**src/rtl/stream_mux_rr.sv**
```systemverilog
// N-channel round-robin packet stream multiplexer with a registered output beat.
// A granted channel keeps the output until its last beat is accepted, so packets never interleave.
module stream_mux_rr #(
  parameter int WIDTH    = 8,
  parameter int CHANNELS = 4,
  parameter int SEL_W    = (CHANNELS > 1) ? $clog2(CHANNELS) : 1
) (
  input  logic                      clk,
  input  logic                      reset,
  input  logic [CHANNELS-1:0]       in_valid,
  input  logic [CHANNELS*WIDTH-1:0] in_data,
  input  logic [CHANNELS-1:0]       in_last,
  output logic [CHANNELS-1:0]       in_ready,
  output logic                      out_valid,
  output logic [WIDTH-1:0]          out_data,
  output logic                      out_last,
  output logic [SEL_W-1:0]          out_sel,
  input  logic                      out_ready
);

  typedef enum logic {
    IDLE   = 1'b0,
    LOCKED = 1'b1
  } state_t;

  // Arbiter state kept in one struct so state, owner and pointer can be probed together.
  typedef struct packed {
    state_t           state;
    logic [SEL_W-1:0] grant;
    logic [SEL_W-1:0] ptr;
  } arb_t;

  localparam logic [SEL_W-1:0] LAST_CH = SEL_W'(CHANNELS - 1);

  arb_t             arb_q, arb_d;
  logic             sel_valid, sel_last;
  logic [WIDTH-1:0] sel_data;
  logic             accept, xfer;
  logic             any_hi, any_lo;
  logic [SEL_W-1:0] pick_hi, pick_lo, pick;
  logic [SEL_W-1:0] ptr_next;

  // Handshake: a beat moves from channel grant when in_valid[grant] && in_ready[grant];
  // in_ready depends only on state, out_valid and out_ready, never on in_valid.
  always_comb begin
    accept = (arb_q.state == LOCKED) && (!out_valid || out_ready);
  end

  always_comb begin
    sel_valid = 1'b0;
    sel_last  = 1'b0;
    sel_data  = '0;
    in_ready  = '0;
    for (int i = 0; i < CHANNELS; i++) begin
      if (int'(arb_q.grant) == i) begin
        sel_valid   = in_valid[i];
        sel_last    = in_last[i];
        sel_data    = in_data[i*WIDTH +: WIDTH];
        in_ready[i] = accept;
      end
    end
  end

  assign xfer = accept && sel_valid;

  // Rotating priority: lowest requester at or above ptr wins, else lowest requester below ptr.
  always_comb begin
    any_hi  = 1'b0;
    any_lo  = 1'b0;
    pick_hi = '0;
    pick_lo = '0;
    for (int j = CHANNELS - 1; j >= 0; j--) begin
      if (in_valid[j]) begin
        if (j >= int'(arb_q.ptr)) begin
          any_hi  = 1'b1;
          pick_hi = SEL_W'(j);
        end else begin
          any_lo  = 1'b1;
          pick_lo = SEL_W'(j);
        end
      end
    end
    pick = any_hi ? pick_hi : pick_lo;
  end

  assign ptr_next = (arb_q.grant == LAST_CH) ? '0 : arb_q.grant + SEL_W'(1);

  always_comb begin
    arb_d = arb_q;
    case (arb_q.state)
      IDLE: begin
        if (any_hi || any_lo) begin
          arb_d.state = LOCKED;
          arb_d.grant = pick;
        end
      end
      LOCKED: begin
        if (xfer && sel_last) begin
          arb_d.state = IDLE;
          arb_d.ptr   = ptr_next;
        end
      end
      default: arb_d.state = IDLE;
    endcase
  end

  always_ff @(posedge clk) begin
    if (reset) begin
      arb_q     <= '0;
      out_valid <= 1'b0;
      out_data  <= '0;
      out_last  <= 1'b0;
      out_sel   <= '0;
    end else begin
      arb_q <= arb_d;
      if (xfer) begin
        out_valid <= 1'b1;
        out_data  <= sel_data;
        out_last  <= sel_last;
        out_sel   <= arb_q.grant;
      end else if (out_ready) begin
        out_valid <= 1'b0;
      end
    end
  end

endmodule

```
**config.mk**
```make
export PLATFORM = sky130hd
export DESIGN_NAME = stream_mux_rr
export DESIGN_NICKNAME = d
export VERILOG_FILES = /design/src/rtl/stream_mux_rr.sv
export SDC_FILE = /design/constraint.sdc
export NUM_CORES = 1
export LEC_CHECK = 0
export ABC_AREA = 1
export BUFFER_PORTS_ARGS = -buffer_cell sky130_fd_sc_hd__buf_2
export CORE_MARGIN = 1.5
export CORE_UTILIZATION = 48
export DETAILED_ROUTE_END_ITERATION = 7
export HOLD_SLACK_MARGIN = 0.05
export PLACE_DENSITY = 0.81
export SYNTH_ARGS = -nofsm -noshare
export SYNTH_HDL_FRONTEND = slang
export SYNTH_SLANG_ARGS = --single-unit
```
**constraint.sdc**
```tcl
create_clock -name clk -period 4.8 [get_ports clk]
set_input_delay 0.96 -clock clk [delete_from_list [all_inputs] [get_ports clk]]
set_output_delay 0.96 -clock clk [all_outputs]
set_load 0.005 [all_outputs]
```
==> flow_metrics.env <==
export IMPL_outcome="completed"
export IMPL_dp_hpwl_mm=2.371
export IMPL_endpoint="in_ready[2]"
export IMPL_reg2reg_from="arb_q[2]$_SDFFE_PP0P_"
export IMPL_r2r_setup_slack_ns=2.73
export IMPL_cp_max_fo=11
export IMPL_wl_per_cell_um=10.69
export IMPL_fin_worst_skew_ns=0.003378
export IMPL_finalSetupTns_ns=0
export IMPL_fin_area_um2=1454
export IMPL_netlist_top_cells_count="nand2_1, nor2_1, o21ai_0"
export IMPL_fp_dieW_um=52.26
export IMPL_ys_flop_type="dfxtp_1"
export IMPL_cts_root_buf="clkbuf_4"
export IMPL_setup_viol=0
export IMPL_drv_slew=0
export IMPL_grt_pass1_wl_mm=4.843
export IMPL_r2r_cells=10
export IMPL_drive_above_1_share_pct=28.98
export IMPL_worst_ep_required_time_ns=3.84
export IMPL_met3_usage_pct=4.286
export IMPL_synth_fp_nets=238
export IMPL_grt_use_met2_pct=39.66
export IMPL_synthMuxAreaShare_pct=0
export IMPL_p_total_mw=0.4331
export IMPL_endpoint_kind="output port"
export IMPL_grt_pass1_vias=1188
export IMPL_synth_top_cell_by_area="dfxtp_1"
export IMPL_synth_compound_area_share_pct=19.44
export IMPL_htree_levels=1
export IMPL_path_class="reg2out"
export IMPL_placed_area_um2=1426
export IMPL_n_antenna_cell=0
export IMPL_clk_latency_ns=0.29
export IMPL_synth_edff_count=0
export IMPL_start_util_pct=51.66
export IMPL_io_buffers=58
export IMPL_synthArstFlopShare_pct=0
export IMPL_p_leak_nw=0.7921
export IMPL_core_um2=2255
export IMPL_cts_sinks=17
export IMPL_yosysSeqAreaShare_pct=29.22
export IMPL_final_nets=293
export IMPL_cts_buffer_depth=2
export IMPL_wl_mm=2.918
export IMPL_synth_cell_types=18
export IMPL_worst_pin_slew_ns=0.6368
export IMPL_synth_adder_area_share_pct=4.296
export IMPL_cts_hold_buf=0
export IMPL_syn_area_um2=1165
export IMPL_yosys_register_bits=17
export IMPL_gp_congestion=0.8360
export IMPL_fin_crit_sh_pct=54.68
export IMPL_vdd_drop_max_v=0.0002182
export IMPL_max_slew_margin_rel_pct=57.55
export IMPL_track_usage_pct=23.46
export IMPL_cp_startpoint="arb_q[2]$_SDFFE_PP0P_"
export IMPL_die_area_um2=2731
export IMPL_cts_tree="done"
export IMPL_min_path_type="reg2reg"
export IMPL_synth_avg_cell_area_um2=6.099
export IMPL_area_growth_pct=24.81
export IMPL_cp_data_arrival_time_ns=1.66
export IMPL_rsz0062_at_grt="false"
export IMPL_r2r_end="arb_q[1]$_SDFFE_PP0P_"
export IMPL_cts_buffers=3
export IMPL_synth_xor_area_share_pct=0
export IMPL_vias_per_cell=4.883
export IMPL_max_freq_mhz=381.0
export IMPL_vias=1333
export IMPL_cp_start_kind="flop"
export IMPL_synth_area_leaders="dfxtp_1, nand2_1, nor2_1, o21ai_0, a21oi_1"
export IMPL_drc=0
export IMPL_period_needed_ns=2.624
export IMPL_io_pins=59
export IMPL_num_fill_cells=236
export IMPL_cts_setup_buffers=0
export IMPL_cap_violations=0
export IMPL_synth_most_common_cell="nand2_1"
export IMPL_placementRows=17
export IMPL_drtAntennaViolNets=0
export IMPL_dieHeight_um=52.26
export IMPL_yosysTopAreaCellShare_pct=29.22
export IMPL_cts_resized=0
export IMPL_powerDensity_nw_per_um2=297.9
export IMPL_path_clk_slew_ns=0.10
export IMPL_synth_warnings=0
export IMPL_busiest_layer="met2"
export IMPL_postSynthCellCount=191
export IMPL_fin_hold_ws_ns=0.4656
export IMPL_grt_start_max_net_pins=22
export IMPL_grt_antenna_before_repair=0
export IMPL_first_pass_iters=4
export IMPL_use_met1_pct=31.17
export IMPL_gr_total_overflow=0
export IMPL_yosys_area_share_simple_pct=37.06
export IMPL_synth_top_family_by_area="simple AND/OR/NAND/NOR gates"
export IMPL_finalHoldViolCount=0
export IMPL_drt_iter0_markers=30
-- flip-flops by register name, indices dropped and copies added (netlist names) --
name / flops
out_data: 8
arb_q: 5
out_sel: 2
out_last: 1
out_valid: 1
-- how the worst min path moves through the flow --
stage | from | endpoint | slack, ns | depth (start not counted)
2_1_floorplan | out_last$_SDFFE_PP0P_ | out_last$_SDFFE_PP0P_ | 0.45 | 2
3_3_place_gp | out_last$_SDFFE_PP0P_ | out_last$_SDFFE_PP0P_ | 0.45 | 2
3_5_place_dp | out_last$_SDFFE_PP0P_ | out_last$_SDFFE_PP0P_ | 0.45 | 2
4_1_cts | out_last$_SDFFE_PP0P_ | out_last$_SDFFE_PP0P_ | 0.47 | 2
5_1_grt | out_last$_SDFFE_PP0P_ | out_last$_SDFFE_PP0P_ | 0.50 | 2
6_report | out_last$_SDFFE_PP0P_ | out_last$_SDFFE_PP0P_ | 0.47 | 2
-- per-layer routing --
metal,share of wire (%),vias to the layer above
li1,-,712
met1,47,576
met2,48,43
met3,5.1,2
met4,0.55,0
met5,0,-
-- stage by stage --
step                      cells  util [%]  setup slack [ns]
after CTS                   273     64.48             2.164
after floorplan             191         -             2.601
after global routing        273     64.48             1.954
after global placement      269     63.26             2.378
after detailed placement    269     63.26             2.373
final                       273     64.48             2.176
-- logic make-up after synthesis --
group           after synthesis
compound gates               43
fa+ha+maj                     4
buf+inv                      22
flops                        17
simple gates                105
-- area by class of cell --
class	instances	area, um^2	area share, %
inverters	14	52.55	3.614
flip-flops and latches	17	340.3	23.41
clock inverters	1	5.005	0.3442
multi-input cells	152	708.2	48.71
clock buffers	3	22.52	1.549
repair buffers	58	290.3	19.97
well taps	28	35.03	2.410
-- layout by cell type (no fill, tap or decap), drive strengths merged --
cell type / Yosys / layout
a21oi: 15 / 15
buf: 6 / 58
clkbuf: 2 / 3
clkinv: 0 / 1
dfxtp: 17 / 17
ha: 4 / 4
inv: 14 / 14
nand2: 60 / 60
nand3: 4 / 4
nand3b: 1 / 1
nor2: 39 / 39
o21ai: 28 / 28
or2: 1 / 1
-- worst max-delay path, cell delays in order, from the launching register on --
cell and delay, ns:
dfxtp_1 0.35, inv_1 0.13, ha_1 0.40, inv_1 0.25
nor2_1 0.14, buf_2 0.11
-- where the power goes --
group	internal [mW]	leakage, nW	switching [mW]
logic	0.0738	0.635	0.107
registers	0.162	0.140	0.0139
clock network	0.0310	0.0177	0.0455
Power figures use the tool's default switching activity.
